[src/rtl/moore_seq_detector.sv]
// Moore serial pattern detector with a KMP transition table built from the
// parameters at elaboration, plus a saturating count of completed matches.
module moore_seq_detector #(
    parameter int             N       = 4,
    parameter logic [N-1:0]   PATTERN = 4'b1011,
    parameter bit             OVERLAP = 1'b1,
    parameter int             CNT_W   = 8,
    localparam int            SW      = $clog2(N + 1)
) (
    input  logic             clock,
    input  logic             reset,
    input  logic             x_in,
    input  logic             enable,
    input  logic             clr,
    output logic             y_out,
    output logic [SW-1:0]    state_out,
    output logic [CNT_W-1:0] match_count
);

    localparam int NS = 1 << SW;
    localparam logic [CNT_W-1:0] CNT_MAX = '1;

    // Only S0 and SN are named; the state value is the matched-prefix length k.
    typedef enum logic [SW-1:0] {
        S0 = SW'(0),
        SN = SW'(N)
    } state_t;

    state_t           state, state_nxt;
    logic [CNT_W-1:0] cnt, cnt_nxt;

    // Pattern bit p_i (1-based), p_1 being the first bit expected on x_in.
    function automatic logic pbit(input int i);
        logic [N-1:0] t;
        t = PATTERN >> (N - i);
        return t[0];
    endfunction

    // Next state from k on bit b: longest prefix of the pattern that is a
    // suffix of (p_1..p_k, b). States above N fall back to S0.
    function automatic logic [SW-1:0] next_of(input int k, input logic b);
        logic [SW-1:0] res;
        logic          found;
        logic          ok;
        logic          sbit;
        int            kk;
        int            idx;
        res   = '0;
        found = 1'b0;
        kk    = k;
        if (k == N && !OVERLAP) kk = 0;
        if (k <= N) begin
            for (int j = N; j >= 1; j--) begin
                if (!found && j <= kk + 1) begin
                    ok = 1'b1;
                    for (int m = 1; m <= N; m++) begin
                        if (m <= j) begin
                            idx = kk + 1 - j + m;
                            if (idx <= kk) sbit = pbit(idx);
                            else           sbit = b;
                            if (sbit != pbit(m)) ok = 1'b0;
                        end
                    end
                    if (ok) begin
                        res   = SW'(j);
                        found = 1'b1;
                    end
                end
            end
        end
        return res;
    endfunction

    logic [SW-1:0] tab0 [NS];
    logic [SW-1:0] tab1 [NS];

    for (genvar s = 0; s < NS; s++) begin : g_tab
        assign tab0[s] = next_of(s, 1'b0);
        assign tab1[s] = next_of(s, 1'b1);
    end

    // enable qualifies x_in for one cycle; with enable low nothing advances.
    // clr wins over any transition, enabled or not.
    always_comb begin
        state_nxt = state;
        cnt_nxt   = cnt;
        if (clr) begin
            state_nxt = S0;
            cnt_nxt   = '0;
        end else if (enable) begin
            state_nxt = state_t'(x_in ? tab1[state] : tab0[state]);
            if (state_nxt == SN && cnt != CNT_MAX) cnt_nxt = cnt + 1'b1;
        end
    end

    always_ff @(posedge clock or negedge reset) begin
        if (!reset) begin
            state <= S0;
            cnt   <= '0;
        end else begin
            state <= state_nxt;
            cnt   <= cnt_nxt;
        end
    end

    assign y_out       = (state == SN);
    assign state_out   = state;
    assign match_count = cnt;

endmodule

[config.mk]
export PLATFORM = sky130hd
export DESIGN_NAME = moore_seq_detector
export DESIGN_NICKNAME = d
export VERILOG_FILES = /design/src/rtl/moore_seq_detector.sv
export SDC_FILE = /design/constraint.sdc
export NUM_CORES = 1
export LEC_CHECK = 0
export CORE_AREA = 2 2 39 41
export DETAILED_ROUTE_END_ITERATION = 7
export DIE_AREA = 0 0 41 43
export PLACE_DENSITY = 0.75
export SKIP_CTS_REPAIR_TIMING = 1
export SLEW_MARGIN = 15
export SYNTH_ARGS = -nofsm -noshare
export SYNTH_HDL_FRONTEND = slang
export SYNTH_SLANG_ARGS = --single-unit
export TNS_END_PERCENT = 30
[constraint.sdc]
create_clock -name clock -period 4.2 [get_ports clock]
set_clock_uncertainty 0.1 [all_clocks]
set_input_delay 0.84 -clock clock [delete_from_list [all_inputs] [get_ports clock]]
set_output_delay 0.84 -clock clock [all_outputs]
set_load 0.01 [all_outputs]
==> results.py, run 1 <==
metrics = {
    "sta": {
        "hold_viol": 0,
        "drv_slew": 0,
        "fin_crit_sh_pct": 59.84,
        "tightest_slew_ns": 0.5057,
        "setup_viol": 0,
        "final.setup.tns_ns": 0,
        "clock.fmax_mhz": 397.9,
        "rsz0062_at_grt": "false",
        "slew-limit-headroom_pct": 66.18,
        "post-route-min-period_ns": 2.513,
    },
    "setup_path": {
        "worst_path_max_delay_cell": "clkdlybuf4s50_1",
        "slowest_delay_ns": 0.58,
        "cp-end-kind": "output pin",
        "path_depth": 2,
        "path_buf_inv": 1,
        "arrival_ns": 1.57,
        "crit_family": "buffers and inverters",
        "cp_cell_sequence": "nor3b_1, clkdlybuf4s50_1",
        "startpoint_type": "flop",
        "worstSetupPathType": "reg2out",
        "cp.required_ns": 3.26,
        "worstPathMaxFanout": 7,
        "worst_r2r_path_depth": 5,
    },
    "power_and_ir_drop": {
        "total_leakage_power_nw": 0.3039,
        "pwr_density_cell_nw_per_um2": 253.3,
        "total_power_mw": 0.1968,
        "vdd_drop_max_mv": 0.1985,
    },
    "layout": {
        "multi_input_area_um2": 287.8,
        "syn_to_final_growth_pct": 32.69,
        "diodes": 0,
        "stdcell_area_um2": 777.0,
        "final-seq-area_um2": 275.3,
        "fin_util_pct": 56.15,
        "fin_cells": 95,
        "fill_cells": 119,
        "final_nets": 86,
        "drive_above_1_share_pct": 7.595,
    },
    "clock_tree": {
        "cts_tree": "done",
        "root_buffer": "clkbuf_4",
        "cts_made_buffers": 3,
        "insertion_delay_ns": 0.28,
        "htreeDepth": 1,
        "clk_pin_slew_ns": 0.08,
        "ctsLongestPathBuffers": 2,
        "numClockSinks": 11,
    },
    "synth": {
        "synth_area_leader_cell": "dfrtp_1",
        "synth_cells": 61,
        "synthArstFlopShare_pct": 100.0,
        "synth_nets": 67,
        "yosysSeqAreaShare_pct": 47.01,
        "netlist_area_um2": 585.6,
        "synth_common_cells": "dfrtp_1, a21oi_1, nand3_1, nor2_1, o21ai_0",
        "ys_warn_count": 0,
        "synth_top_area_share_pct": 47.01,
        "ys_seq_elements": 11,
        "synth.distinct_cells": 25,
        "synth.most_common_cell": "dfrtp_1",
        "avgSynthCellArea_um2": 9.599,
        "yosys-top-cells-area": "dfrtp_1, a21oi_1, o31ai_1",
        "synth_ff_type": "dfrtp_1",
        "synth-edff-count": 0,
    },
    "drt": {
        "dr_total_vias": 544,
        "drcViolationCount": 0,
        "first_pass_iters": 4,
        "wl_per_cell_um": 12.62,
        "viasPerCell": 5.726,
        "ant_nets": 0,
        "wirelength_um": 1199,
        "drt_iter0_markers": 12,
    },
    "die": {
        "rows": 14,
        "start_util_pct": 42.31,
        "die_height_um": 43,
        "die_w_um": 41,
        "fp.coreArea_um2": 1384,
        "ios": 17,
        "die_area_um2": 1763,
    },
    "global_route": {
        "track_usage_pct": 16.77,
        "gr-total-overflow": 0,
        "grt_pass1_vias": 469,
        "antenna_found_initial": 0,
        "grt_pass1_wl_um": 1973,
        "grt_max_degree": 15,
    },
    "placed_design": {
        "gp_congestion": 0.8786,
        "place_inst": 91,
        "hpwl_um": 884,
        "postPlaceCellArea_um2": 750.7,
        "io_buffers": 16,
    },
    "run": {
        "maxCapViolCount": 0,
    },
    "hold_path": {
        "hold_class": "reg2reg",
        "holdPathStages": 2,
    },
    "run_status": {
        "outcome": "completed",
    },
}
## logic make-up after synthesis
logic type | count (synthesis) | share of synthesized area (%)
and+or+nand+nor | 23 | 23.08
AOI/OAI and AO/OA | 20 | 20.73
buffers and inverters | 4 | 3.846
adders and majority gates | 1 | 2.136
DFF | 11 | 47.01
xor gates and xnor gates | 1 | 1.496
muxes | 1 | 1.709
## final timing paths
path | from | endpoint | slack (ns)
worst min-delay path | match_count[6] | match_count[6] | 0.47
min in group asynchronous | reset | match_count[4] | 0.79
worst max-delay path | state_out[1] | y_out | 1.69
worst min register to register | match_count[6] | match_count[6] | 0.47
worst max register to register | match_count[0] | match_count[5] | 2.31
max in group asynchronous | reset | state_out[0] | 2.87
## registers in the layout, summed over array words and instances (netlist names)
name,flops
state_out,3
match_count,8
## worst reg2reg max path, stage by stage (launching register included)
cell and delay, ns:
dfrtp_1 0.43, ha_1 0.26, nand3_1 0.11, o211ai_2 0.22, or4_1 0.53, a21oi_1 0.16
## metrics by stage
step / worst slack (ns) / hold WS, ns
floorplan: 2.239 / 0.4444
global placement: 1.487 / 0.4580
detailed placement: 1.428 / 0.4648
CTS: 1.676 / 0.4772
global route: 1.534 / 0.5029
finish: 1.687 / 0.4720
## power breakdown
group	switching (mW)	internal [mW]
sequential	0.00123	0.107
clock	0.0392	0.0368
combinational	0.00660	0.00640
total	0.0470	0.150
## routing by layer
metal	vias up	GRT usage, %	part of all wire (%)
li1	262	-	-
met4	0	10.67	1.4
met2	14	23.44	49
met3	2	4.712	4.1
met5	-	0	0
met1	266	21.74	45
## layout by cell type (no fill, tap or decap), drive strengths merged
| master | count |
|---|---|
| clkdlybuf4s50 | 16 |
| dfrtp | 11 |
| a21oi | 10 |
| nand3 | 4 |
| nor2 | 4 |
| o21ai | 4 |
| clkbuf | 4 |
| o31ai | 3 |
| or4 | 3 |
| nand2 | 3 |
| or3 | 3 |
| inv | 2 |
| o211ai | 2 |
| nor3b | 1 |
| nand4 | 1 |
| and4b | 1 |
| mux2i | 1 |
| xor2 | 1 |
| or3b | 1 |
| nand2b | 1 |
| or2b | 1 |
| a2bb2oi | 1 |
| ha | 1 |
## layout make-up
type / count / share of cell area, %
inverter: 2 / 0.9662
tap: 16 / 2.576
timing repair buffer: 16 / 20.61
sequential: 11 / 35.43
clock buffer: 4 / 3.382
multi-input combinational: 46 / 37.04
Power figures use the tool's default switching activity.
==> run 2, diff against run 1 <==
CORE_AREA = default   (was 2 2 39 41)
CORE_MARGIN = 1   (was default)
CORE_UTILIZATION = 44   (was default)
DIE_AREA = default   (was 0 0 41 43)
clock period = 2.57 ns   (was 4.2 ns; I/O delays follow)
==> results.py, run 2 (synthesis gave the netlist of run 1 again) <==
metrics = {
    "power_and_ir_drop": {
        "total_leakage_power_nw": 0.3081,
        "total_power_mw": 0.3176,
        "vdd_drop_max_mv": 0.2859,
        "pwr_density_cell_nw_per_um2": 406.2,
    },
    "layout": {
        "final_common_cell": "clkdlybuf4s50_1",
        "fill_cells": 97,
        "stdcell_area_um2": 782.0,
        "syn_to_final_growth_pct": 33.55,
        "layout_common_cells": "clkdlybuf4s50_1, dfrtp_1, a21oi_1",
        "largest_reg_flops": 8,
        "diodes": 0,
        "fin_util_pct": 66.77,
        "drive_above_1_share_pct": 8.750,
        "final_nets": 87,
    },
    "setup_path": {
        "startpoint_type": "flop",
        "slowest_delay_ns": 0.59,
        "path_buf_inv": 1,
        "worst_path_max_delay_cell": "clkdlybuf4s50_1",
        "worstPathMaxFanout": 7,
        "cp.required_ns": 1.96,
        "cp_cell_sequence": "nor3b_1, clkdlybuf4s50_1",
        "cp-end-kind": "output pin",
        "crit_family": "buffers and inverters",
        "worstSetupPathType": "reg2out",
        "arrival_ns": 1.59,
    },
    "die": {
        "fp.coreArea_um2": 1171,
        "start_util_pct": 50.00,
        "die_height_um": 38.48,
        "die_w_um": 38.48,
        "die_area_um2": 1481,
        "rows": 12,
        "ios": 17,
    },
    "global_route": {
        "grt_pass1_wl_um": 2290,
        "grt_pass1_vias": 514,
        "grt_max_degree": 12,
        "antenna_found_initial": 0,
        "track_usage_pct": 23.72,
        "gr-total-overflow": 0,
    },
    "sta": {
        "rsz0062_at_grt": "false",
        "post-route-min-period_ns": 2.208,
        "hold_viol": 0,
        "drv_slew": 0,
        "clock.fmax_mhz": 452.9,
        "worst_slack_ns": 0.3622,
        "final.setup.tns_ns": 0,
        "slew-limit-headroom_pct": 66.00,
        "setup_viol": 0,
        "tightest_slew_ns": 0.5084,
        "fin_crit_sh_pct": 85.91,
    },
    "placed_design": {
        "dp_slack_ns": 0.1724,
        "gp_congestion": 0.7110,
        "hpwl_um": 965.6,
        "postPlaceCellArea_um2": 755.7,
        "io_buffers": 16,
    },
    "drt": {
        "first_pass_iters": 4,
        "ant_nets": 0,
        "wl_per_cell_um": 15.09,
        "wirelength_um": 1418,
        "drcViolationCount": 0,
        "dr_total_vias": 555,
        "viasPerCell": 5.904,
        "drt_iter0_markers": 11,
    },
    "run_status": {
        "outcome": "completed",
    },
    "clock_tree": {
        "insertion_delay_ns": 0.27,
        "cts_made_buffers": 3,
        "clk_pin_slew_ns": 0.08,
        "numClockSinks": 11,
        "cts_tree": "done",
        "root_buffer": "clkbuf_4",
        "htreeDepth": 1,
        "ctsLongestPathBuffers": 2,
    },
    "hold_path": {
        "hold_class": "in2async",
    },
    "run": {
        "maxCapViolCount": 0,
    },
}
==> run 2: changes by cell type in the layout (fill, tap and decap cells not counted) <==
cell,delta
buf_4,+1
==> run 2: where the power goes <==
part           internal, mW  switching (mW)
logic                0.0105          0.0111
clock network        0.0601          0.0596
registers             0.174         0.00213
==> run 2: worst paths after layout <==
path	from	to	slack, ns	cells after the start
setup reg to reg	state_out[2]	match_count[7]	0.75	4
hold reg to reg	match_count[6]	match_count[6]	0.48	2
max in group asynchronous	reset	state_out[2]	1.55	1
setup / recovery	state_out[1]	y_out	0.36	2
min in group clock	match_count[6]	match_count[6]	0.48	2
hold / removal	reset	match_count[6]	0.48	1
==> run 2: worst register-to-register path, cell delays in order, from the launching register on <==
cell,delay [ns]
dfrtp_1,0.44
and4b_1,0.32
o211ai_2,0.19
or4_1,0.50
a21oi_1,0.19
==> run 2: per-stage QoR <==
stage / hold slack, ns / instances
after global routing: 0.5190 / 94
after detailed placement: 0.4706 / 90
after CTS: 0.4811 / 94
final: 0.4765 / 94
after floorplan: 0.1184 / 61
after global placement: 0.4564 / 90
==> run 2: cell type report <==
cell class | instances | area [um2] | share of cell area (%)
Inverter | 2 | 7.507 | 0.9600
Clock buffer | 4 | 26.28 | 3.360
Timing Repair Buffer | 17 | 167.7 | 21.44
Multi-Input combinational cell | 46 | 287.8 | 36.80
Sequential cell | 11 | 275.3 | 35.20
Tap cell | 14 | 17.52 | 2.240
==> run 2: per-layer routing <==
layer | GRT usage (%) | routed length (um)
met1 | 25.18 | 573
met2 | 42.50 | 753
met3 | 8.721 | 72
met4 | 7.759 | 19
met5 | 0 | 0
